**src/rtl/ppg_frame_packer.sv**
```systemverilog
// ppg_frame_packer
// Buffers ambient-corrected (led2, led1) sample pairs in a small FIFO and
// serialises each pair into a checksummed byte frame for the UART.
// Frame: HDR0 HDR1 FLAG [SEQ] L2[23:16] L2[15:8] L2[7:0] L1[23:16] L1[15:8] L1[7:0] CHK
// Optional feature macro: PACKER_SEQ_CNT_EN inserts an 8-bit rolling SEQ byte
// after FLAG. It is included in CHK and increments after every completed frame.
//
// state   | meaning
// --------+--------------------------------------------------------------
// ST_IDLE | no frame on the wire; pops the FIFO head as soon as one exists
// ST_SEND | frame bytes presented on tx_byte, one per accepted handshake

module ppg_frame_packer #(
  parameter int         DATA_W     = 24,
  parameter int         FIFO_DEPTH = 4,
  parameter logic [7:0] HDR0       = 8'hAA,
  parameter logic [7:0] HDR1       = 8'h55
) (
  input  logic              clk,
  input  logic              rst,
  input  logic              s_valid,
  input  logic [DATA_W-1:0] s_led2,
  input  logic [DATA_W-1:0] s_led1,
  input  logic              data_rec,
  input  logic              ovf_clr,
  output logic [7:0]        tx_byte,
  output logic              tx_valid,
  input  logic              tx_ready,
  output logic              frame_done,
  output logic              fifo_full,
  output logic              overflow
);

  localparam int AW = $clog2(FIFO_DEPTH);
  localparam int CW = AW + 1;

`ifdef PACKER_SEQ_CNT_EN
  localparam logic [3:0] LAST_IDX = 4'd10;
`else
  localparam logic [3:0] LAST_IDX = 4'd9;
`endif

  typedef enum logic {ST_IDLE, ST_SEND} state_t;

  state_t r_state;
  state_t w_state_nxt;

  // FIFO storage and bookkeeping
  logic [DATA_W-1:0] r_mem_l2 [FIFO_DEPTH];
  logic [DATA_W-1:0] r_mem_l1 [FIFO_DEPTH];
  logic [AW-1:0]     r_wr_ptr;
  logic [AW-1:0]     r_rd_ptr;
  logic [CW-1:0]     r_count;
  logic [CW-1:0]     w_count_nxt;
  logic              r_fifo_full;
  logic              r_overflow;
  logic              w_full;
  logic              w_wr;
  logic              w_drop;
  logic [DATA_W-1:0] w_head_l2;
  logic [DATA_W-1:0] w_head_l1;

  // Frame registers
  logic [DATA_W-1:0] r_l2;
  logic [DATA_W-1:0] r_l1;
  logic              r_flag;
  logic [7:0]        r_chk;
  logic [7:0]        w_chk_new;
  logic [3:0]        r_byte_idx;
  logic [3:0]        w_idx_nxt;
  logic [7:0]        w_next_byte;
  logic [7:0]        r_tx_byte;
  logic              r_tx_valid;
  logic              r_frame_done;

  // FSM decode
  logic w_pop;
  logic w_accept;
  logic w_last;

`ifdef PACKER_SEQ_CNT_EN
  logic [7:0] r_seq;
`endif

  assign tx_byte    = r_tx_byte;
  assign tx_valid   = r_tx_valid;
  assign frame_done = r_frame_done;
  assign fifo_full  = r_fifo_full;
  assign overflow   = r_overflow;

  assign w_full    = (r_count == CW'(FIFO_DEPTH));
  // A pop on the same edge frees a slot, so a full FIFO can still take a pair.
  assign w_wr      = s_valid && (!w_full || w_pop);
  assign w_drop    = s_valid && w_full && !w_pop;
  assign w_head_l2 = r_mem_l2[r_rd_ptr];
  assign w_head_l1 = r_mem_l1[r_rd_ptr];
  assign w_idx_nxt = r_byte_idx + 4'd1;

  // Next FIFO occupancy; simultaneous write and pop cancel out
  always_comb begin
    w_count_nxt = r_count;
    case ({w_wr, w_pop})
      2'b10:   w_count_nxt = r_count + CW'(1);
      2'b01:   w_count_nxt = r_count - CW'(1);
      default: w_count_nxt = r_count;
    endcase
  end

  // FIFO storage write; contents need no reset since the count gates reads
  always_ff @(posedge clk) begin
    if (w_wr) begin
      r_mem_l2[r_wr_ptr] <= s_led2;
      r_mem_l1[r_wr_ptr] <= s_led1;
    end
  end

  // FIFO pointers, count, registered full flag and sticky overflow
  always_ff @(posedge clk or posedge rst) begin
    if (rst) begin
      r_wr_ptr    <= '0;
      r_rd_ptr    <= '0;
      r_count     <= '0;
      r_fifo_full <= 1'b0;
      r_overflow  <= 1'b0;
    end else begin
      if (w_wr)  r_wr_ptr <= r_wr_ptr + AW'(1);
      if (w_pop) r_rd_ptr <= r_rd_ptr + AW'(1);
      r_count     <= w_count_nxt;
      r_fifo_full <= (w_count_nxt == CW'(FIFO_DEPTH));
      // A drop wins over a clear on the same edge so no loss goes unreported
      if (w_drop)       r_overflow <= 1'b1;
      else if (ovf_clr) r_overflow <= 1'b0;
    end
  end

  // Checksum of the frame being loaded: FLAG, [SEQ] and the six data bytes
  always_comb begin
    w_chk_new = {7'b0, data_rec}
              + w_head_l2[23:16] + w_head_l2[15:8] + w_head_l2[7:0]
              + w_head_l1[23:16] + w_head_l1[15:8] + w_head_l1[7:0];
`ifdef PACKER_SEQ_CNT_EN
    w_chk_new = w_chk_new + r_seq;
`endif
  end

  // Byte that follows the one currently on tx_byte (HDR0 is loaded at pop)
  always_comb begin
    w_next_byte = r_chk;
    case (w_idx_nxt)
      4'd1: w_next_byte = HDR1;
      4'd2: w_next_byte = {7'b0, r_flag};
`ifdef PACKER_SEQ_CNT_EN
      4'd3: w_next_byte = r_seq;
      4'd4: w_next_byte = r_l2[23:16];
      4'd5: w_next_byte = r_l2[15:8];
      4'd6: w_next_byte = r_l2[7:0];
      4'd7: w_next_byte = r_l1[23:16];
      4'd8: w_next_byte = r_l1[15:8];
      4'd9: w_next_byte = r_l1[7:0];
`else
      4'd3: w_next_byte = r_l2[23:16];
      4'd4: w_next_byte = r_l2[15:8];
      4'd5: w_next_byte = r_l2[7:0];
      4'd6: w_next_byte = r_l1[23:16];
      4'd7: w_next_byte = r_l1[15:8];
      4'd8: w_next_byte = r_l1[7:0];
`endif
      default: w_next_byte = r_chk;
    endcase
  end

  // FSM state register
  always_ff @(posedge clk or posedge rst) begin
    if (rst) r_state <= ST_IDLE;
    else     r_state <= w_state_nxt;
  end

  // FSM next-state and control strobes
  always_comb begin
    w_state_nxt = r_state;
    w_pop       = 1'b0;
    w_accept    = 1'b0;
    w_last      = 1'b0;
    case (r_state)
      ST_IDLE: begin
        if (r_count != '0) begin
          w_pop       = 1'b1;
          w_state_nxt = ST_SEND;
        end
      end
      ST_SEND: begin
        if (r_tx_valid && tx_ready) begin
          w_accept = 1'b1;
          if (r_byte_idx == LAST_IDX) begin
            w_last      = 1'b1;
            w_state_nxt = ST_IDLE;
          end
        end
      end
      default: w_state_nxt = ST_IDLE;
    endcase
  end

  // Frame datapath: load on pop, advance on each accepted byte, hold on stall
  always_ff @(posedge clk or posedge rst) begin
    if (rst) begin
      r_l2         <= '0;
      r_l1         <= '0;
      r_flag       <= 1'b0;
      r_chk        <= 8'd0;
      r_byte_idx   <= 4'd0;
      r_tx_byte    <= 8'd0;
      r_tx_valid   <= 1'b0;
      r_frame_done <= 1'b0;
    end else begin
      r_frame_done <= 1'b0;
      if (w_pop) begin
        r_l2       <= w_head_l2;
        r_l1       <= w_head_l1;
        r_flag     <= data_rec;
        r_chk      <= w_chk_new;
        r_byte_idx <= 4'd0;
        r_tx_byte  <= HDR0;
        r_tx_valid <= 1'b1;
      end else if (w_accept) begin
        if (w_last) begin
          r_tx_valid   <= 1'b0;
          r_frame_done <= 1'b1;
        end else begin
          r_byte_idx <= w_idx_nxt;
          r_tx_byte  <= w_next_byte;
        end
      end
    end
  end

`ifdef PACKER_SEQ_CNT_EN
  // Rolling frame sequence number, advanced as the CHK byte is accepted
  always_ff @(posedge clk or posedge rst) begin
    if (rst)         r_seq <= 8'd0;
    else if (w_last) r_seq <= r_seq + 8'd1;
  end
`endif

endmodule

```
**config.mk**
```make
export PLATFORM = sky130hd
export DESIGN_NAME = ppg_frame_packer
export DESIGN_NICKNAME = d
export VERILOG_FILES = /design/src/rtl/ppg_frame_packer.sv
export SDC_FILE = /design/constraint.sdc
export NUM_CORES = 1
export LEC_CHECK = 0
export ABC_AREA = 1
export BUFFER_PORTS_ARGS = -buffer_cell sky130_fd_sc_hd__buf_2
export CAP_MARGIN = 20
export CORE_AREA = 2 2 201 203
export CTS_CLUSTER_SIZE = 14
export DETAILED_ROUTE_END_ITERATION = 6
export DIE_AREA = 0 0 203 205
export PLACE_DENSITY = 0.53
export SYNTH_ARGS = -nofsm -noshare
export SYNTH_HDL_FRONTEND = slang
export SYNTH_SLANG_ARGS = --single-unit
export TNS_END_PERCENT = 5
```
**constraint.sdc**
```tcl
create_clock -name clk -period 11.65 [get_ports clk]
set_clock_uncertainty 0.05 [all_clocks]
set_input_delay 0.5825 -clock clk [delete_from_list [all_inputs] [get_ports clk]]
set_output_delay 0.5825 -clock clk [all_outputs]
set_load 0.03 [all_outputs]
```
Word level (Yosys, flattened, before mapping)
Memories as Yosys holds them, arrays and structs flattened.
Cells that the tools add are included.
{ "totals": {"output_inout_bits": 12, "inputBits": 54, "mem_count": 2, "ram_bits": 192, "wordCells": 83, "ff_bits": 81} }
{ "memory_table": {"columns": ["memory", "depth", "word_bits", "read_ports", "rd_ports_with_merged_regs", "wr", "line", "source"], "rows": [
  ["r_mem_l1", 4, 24, 1, 0, 1, "50", "logic [DATA_W-1:0] r_mem_l1 [FIFO_DEPTH];"],
  ["r_mem_l2", 4, 24, 1, 0, 1, "49", "logic [DATA_W-1:0] r_mem_l2 [FIFO_DEPTH];"]
]} }
{ "classes": {"n_eq_ne": 14, "bitwise": 1, "n_reduce_logical": 13, "addsub": 11, "mux": 28} }
{ "ops": {"columns": ["op", "count"], "rows": [
  ["$pmux 8 s8", 1],
  ["$add 8x8->8", 5],
  ["$mux 8", 3],
  ["$mux 1", 19],
  ["$eq 4x3->1 const B", 4],
  ["$mux 4", 3],
  ["$add 1x8->8", 1],
  ["$eq 4x2->1 const B", 2],
  ["$eq 4x4->1 const B", 2],
  ["$eq 3x3->1 const B", 2],
  ["$pmux 3 s2", 1],
  ["$reduce_bool 2->1", 3],
  ["$add 2x1->2 const B", 2],
  ["$add 4x1->4 const B", 1],
  ["$eq 4x1->1 const B", 1],
  ["$logic_and 1x1->1", 4],
  ["$reduce_and 2->1", 2],
  ["$add 3x1->3 const B", 1],
  ["$reduce_bool 3->1", 1],
  ["$sub 3x1->3 const B", 1],
  ["$eq 2x1->1 const B", 1],
  ["$eq 2x2->1 const B", 1],
  ["$logic_not 1->1", 2],
  ["$ne 2x2->1 const B", 1],
  ["3 further kinds", 3]
]} }

Longest topological paths before layout
Gate-level depths: netlist (run 1).
{ "depth": {"word_depth": 8, "depth_mapped": 22} }

Worst setup path after synthesis (run 1)
OpenSTA, ideal clock, no wires.
{ "synth_path": {"path_type": "register -> register", "from": "register r_rd_ptr[0]", "to": "register r_chk[7]", "path_slack_ns": 7.554, "path_stages_with_launch": 22, "arrival_ns": 3.927, "path_buffers": 3, "synth_period_minus_slack_ns": 4.096, "cell_sequence": "dfrtp_1 inv_1 buf_2 buf_2 buf_2 nand2_1 a32o_1 fa_1 inv_1 fa_1 inv_1 fa_1 inv_1 ha_1 nand2_1 o21ai_0 nor2_1 nand3_1 nand2_1 nand2_1 nand3_1 nand2_1"} }
{ "synth_between": {"elab_chain_len": 7, "word_cells_on_any_way": 8, "classes_between": "add/sub (6); memory (2)"} }
{ "synth_lines": {"columns": ["element", "line", "source"], "rows": [
  ["from (decl)", "52", "logic [AW-1:0] r_rd_ptr;"],
  ["from (signal assigned)", "127", "if (w_pop) r_rd_ptr <= r_rd_ptr + AW'(1);"],
  ["$mem_v2 4x24", null, null],
  ["$add 1x8->8", "139", "+ w_head_l2[23:16] + w_head_l2[15:8] + w_head_l2[7:0]"],
  ["$add 8x8->8 (2 in series)", "139", null],
  ["$add 8x8->8 (2 in series)", "140", "+ w_head_l1[23:16] + w_head_l1[15:8] + w_head_l1[7:0];"],
  ["$add 8x8->8 *", "140", null],
  ["to (signal assigned)", "221", "r_chk <= w_chk_new;"],
  ["to (decl)", "67", "logic [7:0] r_chk;"]
]} }
Every way passes the cells marked *; elsewhere a longest branch is shown, timed or not.
A chain may end at the register's enable or synchronous reset.

Worst setup path in the final report (run 1)
Ends and elaborated chain as after synthesis.

==> results of run 1 <==
worst max-delay path, delay by kind of cell (launching register included):
family	cells	cell delay, ps
compound gates	2	360
simple gates	7	660
fa+ha+maj	4	1930
flops	1	550
buf+inv	6	1430
sequential cells by signal (all words and copies together) (netlist names):
name        count
overflow        1
r_flag          1
r_count         3
r_chk           8
fifo_full       1
r_mem_l2       96
r_state         1
r_rd_ptr        2
frame_done      1
r_l2           24
r_wr_ptr        2
tx_valid        1
r_l1           24
r_byte_idx      4
tx_byte         8
r_mem_l1       96
stage by stage:
| stage | setup WS (ps) | instance area, µm² | utilization | hold WS, ps | cells |
|---|---|---|---|---|---|
| final | 6480 | 13900 | 0.354 | 88.7 | 1683 |
| after CTS | 6480 | 13900 | 0.354 | 105 | 1682 |
| after global placement | 6530 | 13000 | 0.330 | 412 | 1626 |
| after detailed placement | 6500 | 13000 | 0.330 | 412 | 1626 |
| after global routing | 6140 | 13900 | 0.354 | 148 | 1682 |
| after floorplan | 7550 | 12100 | - | 390 | 1076 |
layout by cell type, fill, tap and decap left out, drive strengths merged:
master,count
a32o,24
xor2,5
a31oi,1
fa,29
o22ai,20
edfxtp,192
clkinvlp,2
ha,15
buf,76
dfrtp,81
inv,72
a21oi,30
clkbuf,45
nor3b,1
nand3,49
bufinv,1
o21ai,84
nand3b,4
nand4,22
nor3,1
xnor2,6
diode,1
nand2,310
clkinv,10
nor2,76
o211ai,1
cells by family (layout without fill, tap and decap cells):
| group | after synthesis | count (layout) | share of synthesized area |
|---|---|---|---|
| XOR/XNOR | 11 | 11 | 0.0101 |
| other | 0 | 1 | 0 |
| flip-flops | 273 | 273 | 0.642 |
| adder cells (fa/ha/maj) | 44 | 44 | 0.0633 |
| AO/OA/AOI/OAI | 160 | 160 | 0.0783 |
| AND/OR/NAND/NOR | 463 | 463 | 0.164 |
| buffers and inverters | 125 | 206 | 0.0422 |
metal layers:
layer	GRT usage	vias up	share of wire
met5	0	-	0.00080
met4	0.0370	4	0.018
met3	0.0229	40	0.044
met2	0.234	143	0.48
met1	0.190	3872	0.45
li1	-	3797	-
final cells by class:
class,instances,area share
Clock buffer,45,0.0609
Antenna cell,1,0.000180
Timing Repair Buffer,76,0.0293
Multi-Input combinational cell,678,0.277
Sequential cell,273,0.559
Inverter,74,0.0202
Tap cell,525,0.0471
Clock inverter,11,0.00628
worst paths after layout:
check	start	to	slack, ps	cells past startpoint
worst max-delay path	r_rd_ptr[0]$_DFFE_PP0P_	r_chk[7]$_DFFE_PP0P_	6480	19
worst min-delay path	rst	overflow$_DFFE_PP0P_	90	2
worst max register to register	r_rd_ptr[0]$_DFFE_PP0P_	r_chk[7]$_DFFE_PP0P_	6480	19
worst min register to register	r_chk[2]$_DFFE_PP0P_	r_chk[2]$_DFFE_PP0P_	420	2
max in group asynchronous	rst	r_rd_ptr[0]$_DFFE_PP0P_	10380	3
min in group clk	ovf_clr	overflow$_DFFE_PP0P_	160	2
==> results.yml, run 1 <==
critical_path:
  arrival_ps: 5550
  cp_slowest_cell: "inv_2"
  critPathMaxStageDelay_ps: 610
  cp_cell_sequence: "inv_2, buf_4, nand2_1, a32o_1, fa_1, inv_1, fa_1, inv_1, fa_1, inv_1, ha_1, nand2_1, o21ai_0, nor2_1, inv_1, nand2_1, nand3_1, nand3_1, nand2_1"
  endpoint_kind: "flip-flop"
  cp.required_ps: 12030
  cp-start-kind: "flip-flop"
  path_class: "reg2reg"
  cp_max_fo: 55
clocking:
  clk_latency_ps: 550
  clock_sinks: 273
  root_buffer: "clkbuf_16"
  cts_tree: "built"
  cts_resized: 0
  post-cts-setup-buffers: 0
  cts_buffer_depth: 3
  cts_hold_buf: 0
  htreeDepth: 1
  clkTransAtPathRegs_ps: 60
  cts-buffers-inserted: 30
placement:
  hpwl_um: 18200
  port_buffers: 65
  routabilityCongestion: 0.799
detailed_routing:
  drt-initial-drc-count: 532
  drt_wl_total_um: 28600
  wl_per_cell_um: 17.0
  drc: 0
  via_per_inst: 4.67
  dr.pass1.iters: 5
  vias: 7856
  antenna_left: 0
floorplan:
  fp.dieH_um: 205
  dieArea_mm2: 0.0416
  rows: 73
  num_io_pins: 66
  start_util: 0.308
  die_w_um: 203
  coreArea_mm2: 0.0394
synth:
  synthTopCellsByArea: "edfxtp_1 (48%), dfrtp_1 (17%), nand2_1 (9.4%)"
  syn_avg_cell_area_um2: 11.3
  syn_area_mm2: 0.0121
  synth_most_common_cell: "nand2_1"
  yosysTopAreaCell: "edfxtp_1"
  syn_inst: 1076
  async_reset_ff_frac: 0.297
  synth_ff_type: "edfxtp_1"
  synth-edff-count: 192
  synthTopCellsByCount: "nand2_1 (305), edfxtp_1 (192), dfrtp_1 (81), o21ai_0 (81), nor2_1 (73)"
  ys_ff_latch: 273
  ys_seq_area_frac: 0.642
  ys_warn_count: 0
  syn_nets: 1174
  ys_types: 37
  synth_top_area_share: 0.475
sta:
  hold_viol: 0
  tns_ps: 0
  finalSetupViolCount: 0
  slew_headroom: 0.415
  max_freq_mhz: 194
  rsz0062_at_grt: "no"
  worst_slew_pin_slew_ps: 878
  finalCriticalPeriod_ps: 5170
  final-max-slew-violation-count: 0
  fin_crit_sh: 0.444
global_routing:
  overflow: 0
  antenna_found_initial: 3
  grt_pass1_wl_um: 45400
  grt_max_degree: 93
  grt_pass1_vias: 7729
  grtUsageTotal: 0.140
worst_hold_path:
  min_path_type: "in2async"
final_layout:
  nets: 1231
  syn2layout_area_growth_pct: 14.9
  multi_input_area_mm2: 0.00386
  layout-drive-gt1-share: 0.132
  ff_latch_area_mm2: 0.00779
  fillers: 3872
run:
  drv_cap: 0
status:
  status: "finished clean"
Power of run 1 is not shown: default switching activity piles up to over one toggle a cycle in this logic, so the estimate is an artifact.
==> run 2: changes to the inputs <==
--- a/config.mk
+++ b/config.mk
@@ -12,7 +12,7 @@
 export CTS_CLUSTER_SIZE = 14
 export DETAILED_ROUTE_END_ITERATION = 6
 export DIE_AREA = 0 0 203 205
-export PLACE_DENSITY = 0.53
+export PLACE_DENSITY = 0.54
 export SYNTH_ARGS = -nofsm -noshare
 export SYNTH_HDL_FRONTEND = slang
 export SYNTH_SLANG_ARGS = --single-unit
==> constraint.sdc (replaced) <==
create_clock -name clk -period 4.58 [get_ports clk]
set_clock_uncertainty 0.05 [all_clocks]
set_input_delay 0.229 -clock clk [delete_from_list [all_inputs] [get_ports clk]]
set_output_delay 0.229 -clock clk [all_outputs]
set_load 0.03 [all_outputs]
==> run 2 against run 1 <==
  * Worst setup slack lost 6100 ps
  * Core utilization grew 1.6 points
  * Flip-flop and latch count unchanged
  * Critical path type unchanged
  * Highest routed layer is now met4
==> results.yml, run 2 (synthesis gave the netlist of run 1 again) <==
status:
  status: "finished clean"
critical_path:
  critPathLaunch: "r_rd_ptr[0]$_DFFE_PP0P_"
  arrival_ps: 4510
  cp_max_fo: 42
  cp.required_ps: 4920
  crit_family: "adder cells"
  r2r_slack_ps: 410
  cpMostUsedCell: "fa_1"
  path_class: "reg2reg"
  cp_cell_sequence: "buf_4, o21ai_0, o22ai_1, fa_1, fa_1, inv_1, fa_1, inv_1, ha_1, fa_1, nand3_1, nand2_1, xnor2_1, o21ai_0"
  cp_slowest_cell: "fa_1"
  critPathMaxStageDelay_ps: 560
  cp-start-kind: "flip-flop"
  critPathBufInv: 3
  r2r-start: "r_rd_ptr[0]$_DFFE_PP0P_"
  endpoint_kind: "flip-flop"
detailed_routing:
  drc: 0
  drt_wl_total_um: 28400
  wl_per_cell_um: 16.3
  dr.pass1.iters: 4
  antenna_left: 0
  vias: 8002
  drt-initial-drc-count: 538
  via_per_inst: 4.59
global_routing:
  grt_pass1_vias: 7980
  grtUsageTotal: 0.139
  overflow: 0
  grt_max_degree: 92
  grt_pass1_wl_um: 45300
  antenna_found_initial: 0
placement:
  port_buffers: 65
  hpwl_um: 18300
  routabilityCongestion: 0.789
final_layout:
  layout-drive-gt1-share: 0.131
  final_common_cell: "nand2_1"
  fillers: 3866
  ff_latch_area_mm2: 0.00779
  diodes: 0
  syn2layout_area_growth_pct: 20.0
  final_cell_mix: "nand2_1 (304), edfxtp_1 (192), o21ai_0 (81), dfrtp_1 (80), nor2_1 (69)"
  nets: 1292
  multi_input_area_mm2: 0.00386
  final_util: 0.370
  reg_top3: "r_mem_l1 x96, r_mem_l2 x96"
worst_hold_path:
  min_path_type: "in2async"
clocking:
  clkTransAtPathRegs_ps: 60
  cts-buffers-inserted: 29
  htreeDepth: 1
  root_buffer: "clkbuf_16"
  cts_resized: 0
  cts_tree: "built"
  cts_buffer_depth: 3
  clock_sinks: 273
  post-cts-setup-buffers: 0
  clk_latency_ps: 550
floorplan:
  num_io_pins: 66
  die_w_um: 203
  fp.dieH_um: 205
  dieArea_mm2: 0.0416
  start_util: 0.308
  rows: 73
  coreArea_mm2: 0.0394
sta:
  finalCriticalPeriod_ps: 4170
  max_freq_mhz: 240
  fin_crit_sh: 0.911
  hold_viol: 0
  worst_slew_pin_slew_ps: 876
  slew_headroom: 0.416
  tns_ps: 0
  final-max-slew-violation-count: 0
  rsz0062_at_grt: "no"
  finalSetupViolCount: 0
run:
  drv_cap: 0
-- run 2: path summary, 6_finish.rpt --
kind,depth (start not counted),end
setup reg to reg,14,r_chk[6]$_DFFE_PP0P_
max in group asynchronous,4,r_rd_ptr[0]$_DFFE_PP0P_
hold reg to reg,2,tx_byte[4]$_DFFE_PP0P_
hold / removal,3,overflow$_DFFE_PP0P_
setup / recovery,14,r_chk[6]$_DFFE_PP0P_
min in group clk,4,r_wr_ptr[1]$_DFFE_PP0P_
-- run 2: cell type report --
| type | instances | share of cell area |
|---|---|---|
| sequential | 273 | 0.535 |
| clock inverter | 20 | 0.0106 |
| clock buffer | 34 | 0.0511 |
| inverter | 74 | 0.0193 |
| tap | 525 | 0.0451 |
| multi-input combinational | 678 | 0.265 |
| timing repair buffer | 138 | 0.0731 |
-- run 2: what timing repair did --
item	4_1_cts	5_1_grt
endpoints found under the hold margin	276	0
setup endpoints to repair	0	0
hold buffers	53	0
-- run 2: stage by stage --
| step | hold WS (ps) | cells | worst slack, ps | cell area (µm²) |
|---|---|---|---|---|
| final | 72.4 | 1742 | 409 | 14600 |
| after CTS | 54.7 | 1741 | 373 | 14500 |
| after global routing | 92.1 | 1742 | 143 | 14600 |
| after detailed placement | 91.5 | 1634 | 382 | 13100 |
| after floorplan | 278 | 1076 | 484 | 12100 |
| after global placement | 90.1 | 1634 | 494 | 13100 |
-- run 2: layer usage --
metal	global-route usage	up-vias	routed length, µm
met2	0.237	165	13700
met1	0.188	3878	12900
li1	-	3925	-
met4	0.0365	0	543
met5	0	-	0
met3	0.0189	34	1270
-- run 2: worst reg2reg max path, delay by kind of cell (launching register included) --
family,cells,cell delay [ps]
buf+inv,3,480
compound gates,3,540
xor+xnor,1,120
flops,1,400
fa+ha+maj,5,2260
simple gates,2,170
Power of run 2 is left out for the same reason.
==> run 3: changes to the inputs <==
--- a/config.mk
+++ b/config.mk
@@ -12,7 +12,7 @@
 export CTS_CLUSTER_SIZE = 14
 export DETAILED_ROUTE_END_ITERATION = 6
 export DIE_AREA = 0 0 203 205
-export PLACE_DENSITY = 0.54
+export PLACE_DENSITY = 0.5
 export SYNTH_ARGS = -nofsm -noshare
 export SYNTH_HDL_FRONTEND = slang
 export SYNTH_SLANG_ARGS = --single-unit
==> run 3 against run 2 <==
  * Global-route usage increased by 0.068 points
  * Core utilization increased by 0.32 points
  * Design area increased by 0.86%
  * Register-to-register slack improved by 40 ps
  * Wire length increased by 1.1%
  * Sequential share of layout area decreased by 0.46 points
  * Flip-flop and latch count unchanged
  * Via count about the same
  * Die area unchanged
==> results.yml, run 3 (synthesis gave the netlist of run 1 again) <==
clocking:
  cts-buffers-inserted: 30
  clock_sinks: 273
  clk_latency_ps: 560
  cts_tree: "built"
  root_buffer: "clkbuf_16"
  htreeDepth: 1
  cts_buffer_depth: 3
  post-cts-setup-buffers: 0
  clkTransAtPathRegs_ps: 60
final_layout:
  final_cell_mix: "nand2_1 (304), edfxtp_1 (192), o21ai_0 (81), dfrtp_1 (80), nor2_1 (69)"
  diodes: 0
  final_common_cell: "nand2_1"
  reg_top3: "r_mem_l1 x96, r_mem_l2 x96"
  layout-drive-gt1-share: 0.132
  syn2layout_area_growth_pct: 21.0
  fillers: 3817
  ff_latch_area_mm2: 0.00779
  nets: 1289
  multi_input_area_mm2: 0.00386
detailed_routing:
  drt_wl_total_um: 28800
  dr.pass1.iters: 5
  via_per_inst: 4.60
  wl_per_cell_um: 16.5
  antenna_left: 0
  drt-initial-drc-count: 474
  vias: 7998
  drc: 0
placement:
  routabilityCongestion: 0.777
  place_ws_ps: 425
  hpwl_um: 18100
  port_buffers: 65
global_routing:
  antenna_found_initial: 0
  grt_max_degree: 92
  grt_pass1_vias: 7943
  overflow: 0
  grtUsageTotal: 0.140
  grt_pass1_wl_um: 45700
floorplan:
  die_w_um: 203
  fp.dieH_um: 205
  start_util: 0.308
  coreArea_mm2: 0.0394
  dieArea_mm2: 0.0416
  rows: 73
  num_io_pins: 66
status:
  status: "finished clean"
critical_path:
  cp-start-kind: "flip-flop"
  endpoint_kind: "flip-flop"
  arrival_ps: 4530
  cp_max_fo: 77
  path_class: "reg2reg"
  cp.required_ps: 4970
sta:
  final-max-slew-violation-count: 0
  worst_slew_pin_slew_ps: 887
  fin_crit_sh: 0.902
  tns_ps: 0
  setup_slack_ps: 447
  finalSetupViolCount: 0
  finalCriticalPeriod_ps: 4130
  max_freq_mhz: 242
  slew_headroom: 0.408
  hold_viol: 0
  rsz0062_at_grt: "no"
worst_hold_path:
  min_path_type: "in2reg"
run:
  drv_cap: 0
-- run 3: changes by cell type in the layout (fill, tap and decap cells not counted), sizes merged --
cell / change
buf: -4
bufinv: +4
clkbuf: +2
clkinv: -6
clkinvlp: +1
-- run 3: final timing paths --
check / from / to / slack, ps / depth (start not counted)
min: s_valid / r_wr_ptr[0]$_DFFE_PP0P_ / 310 / 3
min in group asynchronous: rst / tx_byte[2]$_DFFE_PP0P_ / 320 / 3
max: r_rd_ptr[1]$_DFFE_PP0P_ / r_chk[7]$_DFFE_PP0P_ / 450 / 19
max in group asynchronous: rst / r_rd_ptr[0]$_DFFE_PP0P_ / 3100 / 4
max reg2reg: r_rd_ptr[1]$_DFFE_PP0P_ / r_chk[7]$_DFFE_PP0P_ / 450 / 19
min reg2reg: tx_byte[0]$_DFFE_PP0P_ / tx_byte[0]$_DFFE_PP0P_ / 420 / 2
-- run 3: per-stage QoR --
stage | instance area [µm²] | hold WS (ps) | util | instances
final | 14700 | 308 | 0.373 | 1739
after global routing | 14700 | 372 | 0.373 | 1739
after CTS | 14700 | 317 | 0.373 | 1739
after detailed placement | 13100 | 385 | 0.333 | 1631
after global placement | 13100 | 375 | 0.333 | 1631
after floorplan | 12100 | 278 | - | 1076
-- run 3: worst max-delay path, cell delays in order, from the launching register on --
cell and delay, ps:
dfrtp_1 390, inv_2 70, buf_12 290, a21oi_1 90
a32o_1 250, fa_1 540, inv_1 60, fa_1 530
inv_1 50, fa_1 540, inv_1 50, ha_1 350
nand2_1 100, o21ai_0 80, nor2_1 140, nand3_1 110
nand2_1 80, nand2_1 50, nand3_1 60, nand2_1 70
-- run 3: per-layer routing --
layer | share of wire | wire, µm | track usage
met3 | 0.036 | 1030 | 0.0188
met1 | 0.48 | 13700 | 0.195
met2 | 0.47 | 13500 | 0.233
met5 | 0 | 0 | 0
met4 | 0.017 | 501 | 0.0328
-- run 3: final cells by class --
class	instances	area share
multi-input combinational	678	0.263
timing repair buffer	134	0.0707
inverter	74	0.0192
clock buffer	36	0.0541
clock inverter	19	0.0173
tap	525	0.0447
sequential	273	0.531
-- run 3: what timing repair did --
action / in CTS / in global routing
gates resized for setup: 0 / 0
hold buffers: 53 / 0
endpoints found under the hold margin: 242 / 0
setup endpoints to repair: 0 / 0
Power of run 3 is left out for the same reason.
